### config.mk
export PLATFORM = sky130hd
export DESIGN_NAME = reservation_station
export DESIGN_NICKNAME = d
export VERILOG_FILES = /design/src/rtl/reservation_station.sv
export SDC_FILE = /design/constraint.sdc
export NUM_CORES = 1
export LEC_CHECK = 0
export ABC_AREA = 1
export ABC_CLOCK_PERIOD_IN_PS = 4910
export CELL_PAD_IN_SITES_DETAIL_PLACEMENT = 0
export CELL_PAD_IN_SITES_GLOBAL_PLACEMENT = 1
export CORE_MARGIN = 2
export CORE_UTILIZATION = 48
export CTS_BUF_LIST = sky130_fd_sc_hd__clkbuf_4 sky130_fd_sc_hd__clkbuf_8
export CTS_CLUSTER_DIAMETER = 30
export CTS_CLUSTER_SIZE = 12
export DETAILED_ROUTE_END_ITERATION = 16
export PLACE_DENSITY_LB_ADDON = 0.1
export SYNTH_ARGS = -nofsm -noshare
export SYNTH_HDL_FRONTEND = slang
export SYNTH_SLANG_ARGS = --single-unit
### constraint.sdc
create_clock -name clk -period 4.91 [get_ports clk]
set_clock_uncertainty 0.2 [all_clocks]
set_input_delay 0.7365 -clock clk [delete_from_list [all_inputs] [get_ports clk]]
set_output_delay 0.7365 -clock clk [all_outputs]
set_load 0.02 [all_outputs]
### src/rtl/reservation_station.sv
// ---------------------------------------------------------------------------
// reservation_station
//
// Purpose: holds dispatched operations until both source operands are
// available, wakes operands from the broadcast (CDB) ports, and offers one
// ready entry per cycle to a functional unit.
//
// Compile-time option: RS_AGE_ORDER_EN
//   defined   -> a DEPTH x DEPTH age matrix selects the oldest ready entry
//   undefined -> the lowest-index ready entry is selected, no age storage
//
// Ports:
//   clk, rst               clock (rising edge), synchronous active-high reset
//   flush                  drop every entry at the edge
//   dispatch_*             incoming operation (tags, operand-valid bits,
//                          destination, ROB index, opaque payload)
//   cdb_valid / cdb_preg   NUM_CDB wakeup ports, port k tag at
//                          cdb_preg[k*PREG_W +: PREG_W]
//   issue_*                selected ready entry towards the functional unit
//
// Handshakes: a transfer happens on a rising edge where valid && ready are
// both 1. dispatch_ready depends only on registered occupancy; issue_valid
// may drop while stalled (flush) and the issue payload may change while
// issue_ready=0 -- the consumer only samples it on the handshake edge.
// ---------------------------------------------------------------------------
module reservation_station #(
    parameter int DEPTH   = 8,
    parameter int PREG_W  = 6,
    parameter int ROB_W   = 5,
    parameter int NUM_CDB = 2,
    parameter int CTRL_W  = 32
) (
    input  logic                      clk,
    input  logic                      rst,
    input  logic                      flush,
    input  logic                      dispatch_valid,
    output logic                      dispatch_ready,
    input  logic [PREG_W-1:0]         dispatch_ps1,
    input  logic                      dispatch_ps1_v,
    input  logic [PREG_W-1:0]         dispatch_ps2,
    input  logic                      dispatch_ps2_v,
    input  logic [PREG_W-1:0]         dispatch_pd,
    input  logic [ROB_W-1:0]          dispatch_rob,
    input  logic [CTRL_W-1:0]         dispatch_ctrl,
    input  logic [NUM_CDB-1:0]        cdb_valid,
    input  logic [NUM_CDB*PREG_W-1:0] cdb_preg,
    output logic                      issue_valid,
    input  logic                      issue_ready,
    output logic [PREG_W-1:0]         issue_ps1,
    output logic [PREG_W-1:0]         issue_ps2,
    output logic [PREG_W-1:0]         issue_pd,
    output logic [ROB_W-1:0]          issue_rob,
    output logic [CTRL_W-1:0]         issue_ctrl
);

    localparam int IDX_W = $clog2(DEPTH);

    logic [DEPTH-1:0]  r_busy;
    logic [DEPTH-1:0]  r_ps1_v;
    logic [DEPTH-1:0]  r_ps2_v;
    logic [PREG_W-1:0] r_ps1  [DEPTH];
    logic [PREG_W-1:0] r_ps2  [DEPTH];
    logic [PREG_W-1:0] r_pd   [DEPTH];
    logic [ROB_W-1:0]  r_rob  [DEPTH];
    logic [CTRL_W-1:0] r_ctrl [DEPTH];

    logic [DEPTH-1:0]  w_ready;
    logic [DEPTH-1:0]  w_wake1;
    logic [DEPTH-1:0]  w_wake2;
    logic              w_disp_hit1;
    logic              w_disp_hit2;
    logic [IDX_W-1:0]  w_free_idx;
    logic [IDX_W-1:0]  w_sel;
    logic              w_do_dispatch;
    logic              w_do_issue;

    // True when any valid broadcast port carries this tag.
    function automatic logic cdb_hit(input logic [PREG_W-1:0] tag,
                                     input logic [NUM_CDB-1:0] vld,
                                     input logic [NUM_CDB*PREG_W-1:0] tags);
        cdb_hit = 1'b0;
        for (int k = 0; k < NUM_CDB; k++) begin
            if (vld[k] && (tags[k*PREG_W +: PREG_W] == tag)) begin
                cdb_hit = 1'b1;
            end
        end
    endfunction

    always_comb begin
        w_wake1 = '0;
        w_wake2 = '0;
        for (int i = 0; i < DEPTH; i++) begin
            w_wake1[i] = cdb_hit(r_ps1[i], cdb_valid, cdb_preg);
            w_wake2[i] = cdb_hit(r_ps2[i], cdb_valid, cdb_preg);
        end
        w_disp_hit1 = cdb_hit(dispatch_ps1, cdb_valid, cdb_preg);
        w_disp_hit2 = cdb_hit(dispatch_ps2, cdb_valid, cdb_preg);
    end

    assign w_ready = r_busy & r_ps1_v & r_ps2_v;

    // Lowest-index free entry: scan downwards so the lowest match wins.
    always_comb begin
        w_free_idx = '0;
        for (int i = DEPTH - 1; i >= 0; i--) begin
            if (!r_busy[i]) begin
                w_free_idx = IDX_W'(i);
            end
        end
    end

`ifdef RS_AGE_ORDER_EN
    // r_age[i][j] = 1 means entry i was dispatched before entry j.
    logic [DEPTH-1:0] r_age [DEPTH];
    logic [DEPTH-1:0] w_is_oldest;

    always_comb begin
        w_is_oldest = w_ready;
        for (int i = 0; i < DEPTH; i++) begin
            for (int j = 0; j < DEPTH; j++) begin
                if ((j != i) && w_ready[j] && r_age[j][i]) begin
                    w_is_oldest[i] = 1'b0;
                end
            end
        end
        w_sel = '0;
        for (int i = DEPTH - 1; i >= 0; i--) begin
            if (w_is_oldest[i]) begin
                w_sel = IDX_W'(i);
            end
        end
    end
`else
    always_comb begin
        w_sel = '0;
        for (int i = DEPTH - 1; i >= 0; i--) begin
            if (w_ready[i]) begin
                w_sel = IDX_W'(i);
            end
        end
    end
`endif

    assign dispatch_ready = ~&r_busy;
    assign issue_valid    = (|w_ready) && !flush;
    assign w_do_dispatch  = dispatch_valid && dispatch_ready;
    assign w_do_issue     = issue_valid && issue_ready;

    assign issue_ps1  = issue_valid ? r_ps1[w_sel]  : '0;
    assign issue_ps2  = issue_valid ? r_ps2[w_sel]  : '0;
    assign issue_pd   = issue_valid ? r_pd[w_sel]   : '0;
    assign issue_rob  = issue_valid ? r_rob[w_sel]  : '0;
    assign issue_ctrl = issue_valid ? r_ctrl[w_sel] : '0;

    // The dispatch target is always a free entry and the issue target is
    // always busy, so the two writes never collide.
    always_ff @(posedge clk) begin
        if (rst) begin
            r_busy  <= '0;
            r_ps1_v <= '0;
            r_ps2_v <= '0;
`ifdef RS_AGE_ORDER_EN
            for (int i = 0; i < DEPTH; i++) r_age[i] <= '0;
`endif
        end else if (flush) begin
            r_busy <= '0;
`ifdef RS_AGE_ORDER_EN
            for (int i = 0; i < DEPTH; i++) r_age[i] <= '0;
`endif
        end else begin
            r_ps1_v <= r_ps1_v | (r_busy & w_wake1);
            r_ps2_v <= r_ps2_v | (r_busy & w_wake2);
            if (w_do_issue) begin
                r_busy[w_sel] <= 1'b0;
            end
            if (w_do_dispatch) begin
                r_busy[w_free_idx]  <= 1'b1;
                r_ps1_v[w_free_idx] <= dispatch_ps1_v | w_disp_hit1;
                r_ps2_v[w_free_idx] <= dispatch_ps2_v | w_disp_hit2;
                r_ps1[w_free_idx]   <= dispatch_ps1;
                r_ps2[w_free_idx]   <= dispatch_ps2;
                r_pd[w_free_idx]    <= dispatch_pd;
                r_rob[w_free_idx]   <= dispatch_rob;
                r_ctrl[w_free_idx]  <= dispatch_ctrl;
`ifdef RS_AGE_ORDER_EN
                // New entry is younger than every other entry.
                r_age[w_free_idx] <= '0;
                for (int j = 0; j < DEPTH; j++) begin
                    if (IDX_W'(j) != w_free_idx) begin
                        r_age[j][w_free_idx] <= 1'b1;
                    end
                end
`endif
            end
        end
    end

endmodule

==> results by group <==
Routing
  • # DRC: 0
  • Antenna Nets Post-Route: 0
  • Iter 0 DRT Violations: 1992
  • Wire per inst: 21.2 um
  • Via density: 5.52
  • Via Count: 18767
  • Final WL: 72200 um
  • TritonRoute pass-1 iters: 5

STA
  • Final hold violation count: 0
  • Clock period minus worst slack: 4690 ps
  • RSZ-0062 raised after global routing: no
  • Setup ws final: 217 ps
  • Max Freq: 213 MHz
  • Worst Max-Slew Pin Slew: 1080 ps
  • Max Slew Vio Count: 0
  • Final worst path period share: 95.6%
  • Worst slew margin: 27.8%
  • # setup viols final: 0
  • Setup TNS: 0 ps

Power and ir drop
  • Leakage: 0.0113 uW
  • Max VDD drop: 0.308 mV
  • PD cells: 347 nW/um2

GRT
  • Total congestion overflow: 0
  • Vias in the first global route: 18332
  • First-pass GRT wire length: 109000 um
  • GR Util All Layers: 28.9%
  • Initial antenna violation count: 0
  • Largest net degree at the start of global routing: 135

Critical path
  • FF-to-FF End: r_ctrl[1][6]$_DFFE_PP_
  • Critical path class: reg -> out
  • Crit Path Max Fanout: 34
  • Reg2reg start: r_busy[6]$_SDFF_PP0_
  • Worst setup EP type: primary output
  • Critical Path RT: 3970 ps
  • Worst-case reg-to-reg path depth: 9
  • CP Launch Type: flop
  • CP Launch Point: r_busy[0]$_SDFF_PP0_
  • Worst Path Arrival: 3760 ps
  • FF-to-FF setup slack: 2150 ps

Clock network
  • H-tree Lvls: 3
  • TritonCTS clock tree: built
  • Clk sink count: 464
  • CTS max path bufs: 3
  • Post-CTS setup buffers: 0
  • Root buffer cell: clkbuf_8
  • Clk slew on worst S/H paths: 50 ps
  • PostCTS Resize Cnt: 0
  • CTS Hold Buffers Added: 0
  • CTS Buf Count: 102
  • Clk Latency, worst-skew pair: 700 ps

Floorplanning
  • Row count: 80
  • Die area: 50200 um2
  • I/O pin count: 133
  • Core region area: 47700 um2
  • Die Wd: 224 um
  • Initial core utilization: 48.7%
  • Die Ht: 224 um

Cells and area
  • Nets: 2775
  • Finished Layout Cells: 3399
  • Final core occ: 58.1%
  • Synthesis-to-finish area growth: 19.4%
  • Layout cell share with drive strength beyond 1: 11.2%
  • Post-route cell area: 27700 um2

Yosys
  • Post-Synth XOR/XNOR Area: 1.17%
  • Syn_nets: 2608
  • Synth Instances: 2532
  • Yosys warns: 0
  • Synthesized area per cell: 9.18 um2
  • Synth unique cells: 33
  • Largest area contributor in the netlist: edfxtp_1
  • Synth Area in Compound Gates: 4.31%
  • Top area cells in the synthesized netlist: edfxtp_1, nand2_1, nor2_1, nand3_1, nand3b_1
  • Post-synthesis sequential area ratio: 58.9%
  • Synthesized flop and latch total: 464
  • Mux share of post-synthesis cell area: 0%
  • Synthesized area: 23200 um2
  • Share of the synthesized area in the top cell type: 56.9%
  • Post-synthesis simple-gate area fraction: 27.9%
  • Combinational family with the most area after synthesis: simple AND/OR/NAND/NOR gates
  • Post-Synth Adder-Cell Area: 0%

Min path
  • Worst hold start: r_ps1_v[6]$_SDFFE_PP0N_
  • Hold EP: r_ps1_v[6]$_SDFFE_PP0N_
  • Worst hold path class: reg -> reg
  • Hold path depth: 2

Placement
  • Post-Place Worst Slack: 872 ps
  • Placed cell areas: 25400 um2
  • Placer Congestion: 0.911
  • PortBufs: 132
  • Dpl hpwl: 41500 um
  • Dpl cells: 3210

Flow run
  • MaxCap Viol Count: 0

Outcome
  • Run status: complete, no violations
critical path: stages (launching register included):
cell and delay, ps:
dfxtp_1 430, nand3_1 220, nand2_2 100, nor2_4 200, buf_4 310, buf_4 400
nand3_1 130, nand2_1 80, inv_1 40, nand3_1 70, nor2_1 60, nor2_1 340
nor2_1 80, clkdlybuf4s50_1 580
power breakdown:
| group | total, uW | leakage [uW] | internal [uW] | switching [uW] |
|---|---|---|---|---|
| logic | 418 | 0.00592 | 141 | 277 |
| registers | 4360 | 0.00416 | 4350 | 8.41 |
| clock network | 4840 | 0.00119 | 2940 | 1900 |
cells in the mapped netlist (all sizes together):
cell / number
nor2: 343
xnor2: 11
nor3: 20
or2: 41
buf: 89
nand3b: 148
inv: 298
a21oi: 59
dfxtp: 24
clkbuf: 42
nand4: 24
o211ai: 36
nand3: 245
edfxtp: 440
o21ai: 54
xor2: 20
clkinv: 3
o22ai: 21
a21boi: 3
o2111ai: 1
nand2: 610
per-stage QoR:
stage	hold WS (ps)	power, uW
floorplan	226	4620
global placement	236	4840
global route	275	9910
detailed placement	241	4850
CTS	248	9680
finish	249	9620
layer usage:
layer,track usage [%],up-vias,wire length [um]
li1,-,8747,-
met1,38.8,8990,30500
met2,46.8,853,33400
met3,5.18,177,5800
met4,11.2,0,2520
met5,0,-,0
state kept, by name (all words and copies together), names as in the netlist:
signal,count
r_busy,8
r_ctrl,256
r_pd,48
r_ps1,48
r_ps1_v,8
r_ps2,48
r_ps2_v,8
r_rob,40
worst max-delay path by stage:
stage                              to  slack, ps
2_1_floorplan  r_ctrl[3][0]$_DFFE_PP_        790
3_3_place_gp             issue_ps2[5]        930
3_5_place_dp             issue_ps1[4]        870
4_1_cts                  issue_ps1[4]        210
5_1_grt                  issue_ps2[4]          1
6_report                 issue_ps2[4]        220
cells by family (layout without fill, tap and decap cells):
group,after synthesis,after routing
simple gates,1431,1431
xor+xnor,31,31
buf+inv,432,683
other cells,0,1
compound gates,174,174
flops,464,464
area by class of cell:
class / instances / area (um2)
diodes: 1 / 2.50
repair buffers: 194 / 1960
inverters: 301 / 1130
fillers: 4184 / 20000
flip-flops and latches: 464 / 13700
clock inverters: 71 / 823
clock buffers: 117 / 1550
well taps: 615 / 769
multi-input cells: 1636 / 7810
placed cells by master (no fill, tap or decap), types with 36 or more instances in the layout:
cell / n
nand3_1: 244
inv_1: 287
nor2_1: 335
o211ai_1: 36
o21ai_0: 53
edfxtp_1: 440
buf_4: 48
or2_2: 36
a21oi_1: 59
nand2_1: 598
clkdlybuf4s50_1: 132
nand3b_1: 148
clkbuf_8: 107
Power figures use the tool's default switching activity.
